**src/rtl/disp_cmd_pkg.sv**
```systemverilog
// disp_cmd_pkg: shared definitions for the sprite command dispatcher.
//   - Command word field positions (sub_comp, child, info, type, pp_sel, msg)
//   - Info codes that the dispatcher acts on (write, flush)
//   - Dispatcher FSM state encoding
//   - Helper that stamps the ping-pong select bit into a command word
package disp_cmd_pkg;

  localparam int SUB_MSB   = 31;
  localparam int SUB_LSB   = 26;
  localparam int CHILD_MSB = 25;
  localparam int CHILD_LSB = 21;
  localparam int INFO_MSB  = 20;
  localparam int INFO_LSB  = 17;
  localparam int TYPE_MSB  = 16;
  localparam int TYPE_LSB  = 14;
  localparam int PP_BIT    = 13;
  localparam int MSG_MSB   = 12;
  localparam int MSG_LSB   = 0;

  localparam logic [3:0] INFO_WRITE = 4'b0001;
  localparam logic [3:0] INFO_FLUSH = 4'b1111;

  typedef enum logic [0:0] {
    RUN      = 1'b0,
    WAIT_VBL = 1'b1
  } state_e;

  // Replace the ping-pong select bit of a command word; software's value is ignored.
  function automatic logic [31:0] set_pp(input logic [31:0] word, input logic pp);
    logic [31:0] res;
    res         = word;
    res[PP_BIT] = pp;
    return res;
  endfunction

endpackage

```
**src/rtl/cmd_fifo.sv**
```systemverilog
// cmd_fifo: single-clock synchronous FIFO with show-ahead head output.
// Ports:
//   clk, rst_n       clock, asynchronous active-low reset (empties the FIFO)
//   push, wdata      write request and data (ignored while full)
//   pop              remove head entry (ignored while empty)
//   rdata            current head entry, valid whenever empty=0
//   full, empty      status derived from the occupancy count
//   level            occupancy, 0..DEPTH
module cmd_fifo #(
  parameter int DEPTH = 64,
  parameter int PTR_W = 6,
  parameter int W     = 32
) (
  input  logic           clk,
  input  logic           rst_n,
  input  logic           push,
  input  logic [W-1:0]   wdata,
  input  logic           pop,
  output logic [W-1:0]   rdata,
  output logic           full,
  output logic           empty,
  output logic [PTR_W:0] level
);

  logic [W-1:0]   mem_q [DEPTH];
  logic [PTR_W-1:0] wr_ptr_q, wr_ptr_d;
  logic [PTR_W-1:0] rd_ptr_q, rd_ptr_d;
  logic [PTR_W:0]   level_q, level_d;
  logic             do_push_s;
  logic             do_pop_s;

  assign full      = (level_q == (PTR_W+1)'(DEPTH));
  assign empty     = (level_q == '0);
  assign level     = level_q;
  assign rdata     = mem_q[rd_ptr_q];
  assign do_push_s = push & ~full;
  assign do_pop_s  = pop & ~empty;

  // Next pointer and occupancy values; pointers wrap naturally at PTR_W bits.
  always_comb begin
    wr_ptr_d = wr_ptr_q;
    rd_ptr_d = rd_ptr_q;
    level_d  = level_q + (PTR_W+1)'(do_push_s) - (PTR_W+1)'(do_pop_s);
    if (do_push_s) begin
      wr_ptr_d = wr_ptr_q + PTR_W'(1);
    end else begin
      wr_ptr_d = wr_ptr_q;
    end
    if (do_pop_s) begin
      rd_ptr_d = rd_ptr_q + PTR_W'(1);
    end else begin
      rd_ptr_d = rd_ptr_q;
    end
  end

  // Pointer and occupancy registers.
  always_ff @(posedge clk or negedge rst_n) begin
    if (!rst_n) begin
      wr_ptr_q <= '0;
      rd_ptr_q <= '0;
      level_q  <= '0;
    end else begin
      wr_ptr_q <= wr_ptr_d;
      rd_ptr_q <= rd_ptr_d;
      level_q  <= level_d;
    end
  end

  // Storage array; contents need no reset because the pointers define validity.
  always_ff @(posedge clk) begin
    if (do_push_s) begin
      mem_q[wr_ptr_q] <= wdata;
    end
  end

endmodule

```
**src/rtl/cmd_dispatcher.sv**
```systemverilog
// cmd_dispatcher: buffers HPS command words and broadcasts one per clock to
// the sprite display blocks, owning ping-pong buffer selection. Flush
// (buffer-swap) commands are held until vertical blanking, at most one per
// blanking interval.
// Ports:
//   clk, reset                 clock, asynchronous active-low reset
//   chipselect, write,
//   writedata, waitrequest     Avalon-MM slave write port (waitrequest = FIFO full)
//   hcount, vcount             VGA raster position (vcount >= V_ACTIVE is blanking)
//   cmd_out                    registered broadcast command, 0 = no-op
//   front_buf                  buffer currently displayed
//   frame_irq                  one-cycle pulse per issued flush
//   frame_count                number of flushes issued (wraps)
//   fifo_level                 FIFO occupancy
module cmd_dispatcher
  import disp_cmd_pkg::*;
#(
  parameter int FIFO_DEPTH = 64,
  parameter int PTR_W      = 6,
  parameter int V_ACTIVE   = 480
) (
  input  logic           clk,
  input  logic           reset,
  input  logic           chipselect,
  input  logic           write,
  input  logic [31:0]    writedata,
  output logic           waitrequest,
  input  logic [9:0]     hcount,
  input  logic [9:0]     vcount,
  output logic [31:0]    cmd_out,
  output logic           front_buf,
  output logic           frame_irq,
  output logic [15:0]    frame_count,
  output logic [PTR_W:0] fifo_level
);

  logic        fifo_full_s;
  logic        fifo_empty_s;
  logic        push_s;
  logic        pop_s;
  logic        vblank_s;
  logic        flush_ok_s;
  logic        issue_s;
  logic [31:0] head_s;
  logic [3:0]  head_info_s;
  logic        unused_hcount_s;

  state_e      state_q, state_d;
  logic [31:0] cmd_q, cmd_d;
  logic        front_q, front_d;
  logic        irq_q, irq_d;
  logic [15:0] count_q, count_d;
  logic        flushed_q, flushed_d;

  assign unused_hcount_s = ^hcount;
  assign vblank_s        = (vcount >= 10'(V_ACTIVE));
  assign flush_ok_s      = vblank_s & ~flushed_q;
  assign push_s          = chipselect & write & ~fifo_full_s;
  assign head_info_s     = head_s[INFO_MSB:INFO_LSB];
  assign waitrequest     = fifo_full_s;

  cmd_fifo #(
    .DEPTH (FIFO_DEPTH),
    .PTR_W (PTR_W),
    .W     (32)
  ) u_fifo (
    .clk   (clk),
    .rst_n (reset),
    .push  (push_s),
    .wdata (writedata),
    .pop   (pop_s),
    .rdata (head_s),
    .full  (fifo_full_s),
    .empty (fifo_empty_s),
    .level (fifo_level)
  );

  // Dispatch decision: what to pop, what to broadcast, and flush bookkeeping.
  always_comb begin
    state_d   = state_q;
    pop_s     = 1'b0;
    issue_s   = 1'b0;
    cmd_d     = 32'd0;
    front_d   = front_q;
    irq_d     = 1'b0;
    count_d   = count_q;
    flushed_d = flushed_q;

    case (state_q)
      RUN: begin
        if (!fifo_empty_s) begin
          case (head_info_s)
            INFO_WRITE: begin
              // Normal writes always target the back buffer.
              pop_s = 1'b1;
              cmd_d = set_pp(head_s, ~front_q);
            end
            INFO_FLUSH: begin
              if (flush_ok_s) begin
                issue_s = 1'b1;
              end else begin
                state_d = WAIT_VBL;
              end
            end
            default: begin
              // Unknown info codes are consumed without broadcasting.
              pop_s = 1'b1;
            end
          endcase
        end else begin
          cmd_d = 32'd0;
        end
      end
      WAIT_VBL: begin
        // The flush stays at the head, so later writes queue behind it.
        if (flush_ok_s) begin
          issue_s = 1'b1;
          state_d = RUN;
        end else begin
          state_d = WAIT_VBL;
        end
      end
      default: begin
        state_d = RUN;
      end
    endcase

    if (issue_s) begin
      pop_s     = 1'b1;
      cmd_d     = set_pp(head_s, ~front_q);
      front_d   = ~front_q;
      irq_d     = 1'b1;
      count_d   = count_q + 16'd1;
      flushed_d = 1'b1;
    end else begin
      // Re-arm only once the raster leaves blanking: one flush per interval.
      flushed_d = vblank_s ? flushed_q : 1'b0;
    end
  end

  // State and registered output stage.
  always_ff @(posedge clk or negedge reset) begin
    if (!reset) begin
      state_q   <= RUN;
      cmd_q     <= 32'd0;
      front_q   <= 1'b0;
      irq_q     <= 1'b0;
      count_q   <= 16'd0;
      flushed_q <= 1'b0;
    end else begin
      state_q   <= state_d;
      cmd_q     <= cmd_d;
      front_q   <= front_d;
      irq_q     <= irq_d;
      count_q   <= count_d;
      flushed_q <= flushed_d;
    end
  end

  assign cmd_out     = cmd_q;
  assign front_buf   = front_q;
  assign frame_irq   = irq_q;
  assign frame_count = count_q;

endmodule

```
**config.mk**
```make
export PLATFORM = sky130hd
export DESIGN_NAME = cmd_dispatcher
export DESIGN_NICKNAME = d
export VERILOG_FILES = /design/src/rtl/disp_cmd_pkg.sv /design/src/rtl/cmd_fifo.sv /design/src/rtl/cmd_dispatcher.sv
export SDC_FILE = /design/constraint.sdc
export NUM_CORES = 2
export LEC_CHECK = 0
export BUFFER_PORTS_ARGS = -buffer_cell sky130_fd_sc_hd__buf_4
export CAP_MARGIN = 20
export CORE_ASPECT_RATIO = 1.4
export CORE_MARGIN = 4
export CORE_UTILIZATION = 55
export CTS_CLUSTER_DIAMETER = 30
export DETAILED_ROUTE_END_ITERATION = 10
export PLACE_DENSITY = 0.71
export SLEW_MARGIN = 20
export SYNTH_ARGS = -nofsm -noshare
export SYNTH_HDL_FRONTEND = slang
export SYNTH_SLANG_ARGS = --single-unit
```
**constraint.sdc**
```tcl
create_clock -name clk -period 5.1 [get_ports clk]
set_clock_uncertainty 0.05 [all_clocks]
set_input_delay 0.51 -clock clk [delete_from_list [all_inputs] [get_ports clk]]
set_output_delay 0.51 -clock clk [all_outputs]
set_load 0.005 [all_outputs]
```
**Word level (Yosys, flattened, before mapping)**

Memory sizes are Yosys's and may differ from the RTL's.
Cells that the tools add are included.

- Muxes and demuxes: 21
- Reduce and logical (&&, ||, !) cells: 1
- $add $sub $neg: 5
- $lt $le $gt $ge: 1
- Eq/ne operators: 4
- Bitwise logic cells: 10

Operator list:

| cell | number |
|---|---|
| two-way mux 32 bit | 4 |
| adder 16 x 1 -> 16 bit, second input constant | 1 |
| two-way mux 1 bit | 15 |
| adder 6 x 1 -> 6 bit, second input constant | 2 |
| >= comparator 10 x 9 -> 1 bit, second input constant | 1 |
| adder 7 x 1 -> 7 bit | 1 |
| equality test 7 bit, second input constant | 1 |
| logical NOT 7 bit | 1 |
| subtractor 7 x 1 -> 7 bit | 1 |
| AND 1 bit | 5 |
| inverter 1 bit | 5 |
| equality test 4 x 1 -> 1 bit, second input constant | 1 |
| equality test 4 bit, second input constant | 1 |
| one-hot mux 1 bit (2 select lines) | 2 |
| inequality test 2 x 1 -> 1 bit, second input constant | 1 |

- Output and inout bits: 58
- Bits in writable memories: 2048
- Memories kept: 1
- Register bits: 71
- Logic and storage cells: 52
- Input port bits: 56

Memories:

| name | depth | width | rd ports | clocked after memory_dff | write ports | RTL line | text |
|---|---|---|---|---|---|---|---|
| u_fifo.mem_q | 64 | 32 | 1 | 0 | 1 | cmd_fifo.sv:25 | `logic [W-1:0] mem_q [DEPTH];` |

**Longest topological paths before layout**

- Depth after elaboration: 9
- Depth in mapped cells: 22
- Mapped depth without buffers: 18

**By module**

Synthesis repeated with hierarchy kept, for this count alone.

- Cells, all modules: 3773
- Area total of the unflattened synthesis: 81368.0 um^2

Modules (own cells, without submodules):

| module | instances | area an instance (um^2) | cells an instance | sequential area each (um^2) |
|---|---|---|---|---|
| cmd_fifo | 1 | 79264.8 | 3611 | 61974.4 |
| cmd_dispatcher | 1 | 2103.3 | 162 | 1301.2 |

**Worst setup path after synthesis**

Ideal clock, no wire load.

- Path kind: flip-flop to flip-flop
- Start point: register u_fifo.rd_ptr_q[0]
- End point: register u_fifo.level_q[6], in the netlist u_fifo.level[6]
- Cell stages (with the launch flop): 22
- Arrival time: 3.872 ns
- Data required time: 4.970 ns
- Slack: 1.098 ns
- Library setup time: 0.080 ns
- Period minus slack after synthesis: 4.002 ns
- Path buffers: 4
- Cells stage by stage: dfrtp_1 buf_6 buf_8 buf_4 buf_2 a31o_2 a211oi_1 o221ai_1 a21oi_1 a31oi_1 o21ai_1 inv_1 ha_1 inv_1 ha_1 fa_1 a21oi_1 nor2_1 o21ai_0 a21oi_1 nor2_1 xnor2_1

- Cells in the longest elaborated chain, start to end: 8
- Elaborated cells on any way between the ends: 11
- Those cells by class: add/sub (1); eq/ne (1); mux (7); bitwise (1); memory (1)

Ends and longest elaborated chain:

| what | RTL line | text |
|---|---|---|
| from (decl) | cmd_fifo.sv:27 | `logic [PTR_W-1:0] rd_ptr_q, rd_ptr_d;` |
| from (signal assigned) | cmd_fifo.sv:64 | `rd_ptr_q <= rd_ptr_d;` |
| memory (64 x 32 bit) * | n/a |  |
| equality test 4 bit * | cmd_dispatcher.sv:92 | `case (head_info_s)` |
| two-way mux 1 bit | cmd_dispatcher.sv:92 |  |
| two-way mux 1 bit | cmd_dispatcher.sv:91 | `if (!fifo_empty_s) begin` |
| one-hot mux 1 bit (2 select lines) / two-way mux 1 bit (equally long branches) | cmd_dispatcher.sv:89 | `case (state_q)` |
| two-way mux 1 bit * | cmd_dispatcher.sv:128 | `if (issue_s) begin` |
| AND 1 bit * | cmd_fifo.sv:37 | `assign do_pop_s = pop & ~empty;` |
| net u_fifo.do_pop_s | cmd_fifo.sv:30 | `logic do_pop_s;` |
| subtractor 7 x 1 -> 7 bit * | cmd_fifo.sv:43 | `level_d = level_q + (PTR_W+1)'(do_push_s) - (PTR_W+1)'(do_pop_s);` |
| net u_fifo.level_d[6] | cmd_fifo.sv:28 | `logic [PTR_W:0] level_q, level_d;` |
| to (signal assigned) | cmd_fifo.sv:65 | `level_q <= level_d;` |
| to (decl) | cmd_fifo.sv:28 |  |

Mark *: on every way through the listed nets, which the timed path passes. The rest lies on a longest branch.
A chain may end at the register's enable or synchronous reset.

**Worst setup path after layout**

- Start point: register u_fifo.rd_ptr_q[1]
- End point: register cmd_q[12], in the netlist cmd_out[12]

- Cells in the longest elaborated chain, start to end: 6
- Elaborated cells on any way between the ends: 10
- Those cells by class: eq/ne (2); mux (7); memory (1)

Ends and longest elaborated chain:

| what | RTL line | text |
|---|---|---|
| memory (64 x 32 bit) * | n/a |  |
| equality test 4 bit / equality test 4 x 1 -> 1 bit (equally long branches) | cmd_dispatcher.sv:92 |  |
| two-way mux 1 bit / two-way mux 32 bit (equally long branches) | cmd_dispatcher.sv:92 |  |
| two-way mux 1 bit / two-way mux 32 bit (equally long branches) | cmd_dispatcher.sv:91 |  |
| one-hot mux 1 bit (2 select lines) / two-way mux 32 bit (equally long branches) | cmd_dispatcher.sv:89 |  |
| two-way mux 32 bit * | cmd_dispatcher.sv:128 |  |
| net cmd_d[12] | cmd_dispatcher.sv:49 | `logic [31:0] cmd_q, cmd_d;` |
| to (signal assigned) | cmd_dispatcher.sv:152 | `cmd_q <= cmd_d;` |
| to (decl) | cmd_dispatcher.sv:49 |  |

Marks and branches as above.

==> flow_summary.yaml <==
clock_network:
  clockBufferDepth: 4
  clk_pin_slew_ps: 60
  cts.sinks: 2055
  cts_tree: "yes"
  cts_resized: 0
  cts_buffers: 278
  clkLatencyLatePin_ps: 900
  clockRootBuffer: "clkbuf_16"
  h-tree-depth: 5
place:
  portBuffers: 97
  postPlaceCellArea_mm2: 0.0828
  dp_cells: 5179
  dpl.hpwl_um: 107000
  gp_congestion: 0.856
yosys:
  synth_common_cells: "edfxtp_1, mux4_2, nor2_1, dfrtp_1, clkbuf_1"
  synth_top_area_frac: 0.758
  synth-async-reset-ratio: 0.0345
  synth_nets: 3280
  synth_edf_count: 1984
  synth_top_area_cell: "edfxtp_1"
  synth_seq_cells: 2055
  syn_area_per_cell_um2: 24.5
  synth_cells: 3211
  synth.yosys.warnings: 0
  synth.top_cells.by_area: "edfxtp_1, mux4_2, dfrtp_1"
  synth.distinct_cells: 58
  syn_area_mm2: 0.0786
  synth_ff_type: "edfxtp_1"
  synth_most_common_cell: "edfxtp_1"
  yosysSeqAreaShare: 0.781
floorplanning:
  die_w_um: 328
  initial_core_util: 0.555
  die_y_um: 455
  ios: 114
  core_mm2: 0.142
  die_area_mm2: 0.149
  fp-row-count: 163
routing:
  final_antenna_net_count: 0
  wl_um: 203000
  remaining_drc_errors: 0
  via_count: 37966
  viasPerCell: 6.71
  post_drt_wl_per_cell_um: 35.9
  drt_first_pass_iters: 7
  drtIter0Drc: 5146
timing:
  setup_viol: 0
  final.setup.tns_ps: 0
  min_period_over_period: 0.924
  slew_headroom: 0.282
  rsz0062_at_grt: "no"
  fin_crit_ps: 4710
  finalHoldViolCount: 0
  worst_pin_slew_ps: 1080
  drv_slew: 0
  fmax_ghz: 0.212
worst_setup_path:
  worstPathArrival_ps: 5340
  critPathKind: "flop to flop"
  reg2reg_from: "u_fifo.rd_ptr_q[1]$_DFFE_PN0P_"
  worstPathCellList: "buf_4 -> buf_4 -> buf_4 -> mux4_2 -> mux4_2 -> mux4_2 -> nor2b_1"
  cp_slowest_cell: "buf_4"
  path_buf_inv: 3
  path_delay_family: "buffers and inverters"
  cp-end-kind: "flop"
  crit_fanout: 69
  cp-start-kind: "flop"
  required_ps: 5730
  crit_path_start: "u_fifo.rd_ptr_q[1]$_DFFE_PN0P_"
  cp_slowest_stage_delay_ps: 900
finish:
  finalNonFillerCells: 5662
  multi_input_area_mm2: 0.0167
  fillers: 8676
  regArea_mm2: 0.0614
  fin_area_mm2: 0.0919
  area_growth_pct: 16.9
  post-route-util: 0.649
  drive_above_1_share: 0.367
  nets: 3635
min_path:
  hold_path_startpoint: "writedata[28]"
  hold_class: "primary input to flop"
global_route:
  grt_max_degree: 97
  grt_pass1_vias: 39308
  globalRoute.totalOverflow: 0
  grt_pass1_wl_um: 290000
  globalRouteTotalUtil: 0.278
  antenna_found_initial: 7
power:
  vdd_drop_max_mv: 0.453
  powerDensity_mw_per_mm2: 556
  power.leakage_nw: 29.4
  p_total_w: 0.0511
flow_run:
  maxCapViolCount: 0
run_status:
  status: "finished clean"
-- sequential cells by signal (all words and copies together) (netlist names) --
signal / cells
u_fifo.mem_q: 1984
frame_count: 16
flushed_q: 1
u_fifo.wr_ptr_q: 6
frame_irq: 1
u_fifo.level: 7
u_fifo.rd_ptr_q: 6
cmd_out: 32
state_q: 1
front_buf: 1
-- what timing repair did --
| action | 4_1_cts | 5_1_grt |
|---|---|---|
| setup buffers | 0 | 0 |
| endpoints found under the hold margin | 23 | 0 |
| hold buffers | 4 | 0 |
-- cell usage in the layout, fill, tap and decap left out, drive strengths merged, types with 4 or more instances in the layout --
cell type and count:
a211oi 4, a21oi 8, a221oi 5, a22o 4
a22oi 6, a31oi 5, and3 8, buf 237
bufinv 21, clkbuf 309, clkinv 81, clkinvlp 21
dfrtp 71, edfxtp 1984, ha 12, inv 63
mux2 17, mux2i 20, mux4 616, nand2 27
nand2b 4, nand3 15, nand4 6, nor2 88
nor2b 34, nor3 6, o211ai 6, o21ai 5
o221ai 6, xnor2 14, xor2 18
-- final cells by class --
| cell class | count | share of cell area |
|---|---|---|
| multi-input cells | 972 | 0.182 |
| flip-flops and latches | 2055 | 0.668 |
| diodes | 3 | 0.0000817 |
| inverters | 18 | 0.000817 |
| well taps | 1897 | 0.0258 |
| clock buffers | 308 | 0.0789 |
| repair buffers | 241 | 0.0256 |
| clock inverters | 168 | 0.0193 |
-- final timing paths --
check                                                 end  slack (ps)  cells past startpoint
max                                 cmd_out[12]$_DFF_PN0_         390                      7
min                         u_fifo.mem_q[6][28]$_DFFE_PP_          90                      1
max reg2reg                         cmd_out[12]$_DFF_PN0_         390                      7
max in group asynchronous  u_fifo.rd_ptr_q[0]$_DFFE_PN0P_        4000                      3
min reg2reg                   frame_count[15]$_DFFE_PN0P_         430                      1
min in group asynchronous     frame_count[14]$_DFFE_PN0P_         210                      3
-- through the flow --
stage	setup WS, ps	hold slack [ps]
CTS	387	52.5
finish	387	89.0
floorplan	1100	164
global route	192	94.9
detailed placement	365	366
global placement	335	347
-- per-layer routing --
| layer | wire, um | GRT usage | up-vias | part of all wire |
|---|---|---|---|---|
| met5 | 8 | 0 | - | 0.000039 |
| met4 | 10100 | 0.127 | 2 | 0.050 |
| met3 | 19700 | 0.0583 | 505 | 0.097 |
| met2 | 106000 | 0.471 | 2489 | 0.52 |
| met1 | 68000 | 0.348 | 20396 | 0.33 |
| li1 | - | - | 14574 | - |
-- kinds of logic (layout without fill, tap and decap cells) --
family                     after synthesis  after routing  synth area share
AOI/OAI and AO/OA                       68             68           0.00659
DFF                                   2055           2055             0.781
buffers and inverters                  184            735            0.0131
muxes                                  653            653             0.181
and+or+nand+nor                        206            206            0.0126
xor gates and xnor gates                32             32           0.00357
other                                    0              3                 0
adders and majority gates               13             13           0.00216
-- where the power goes --
| part | switching (W) | internal, W | total [W] |
|---|---|---|---|
| Clock | 0.00731 | 0.0115 | 0.0188 |
| Sequential | 0.000449 | 0.0189 | 0.0194 |
| Combinational | 0.00662 | 0.00633 | 0.0129 |
Power figures use the tool's default switching activity.
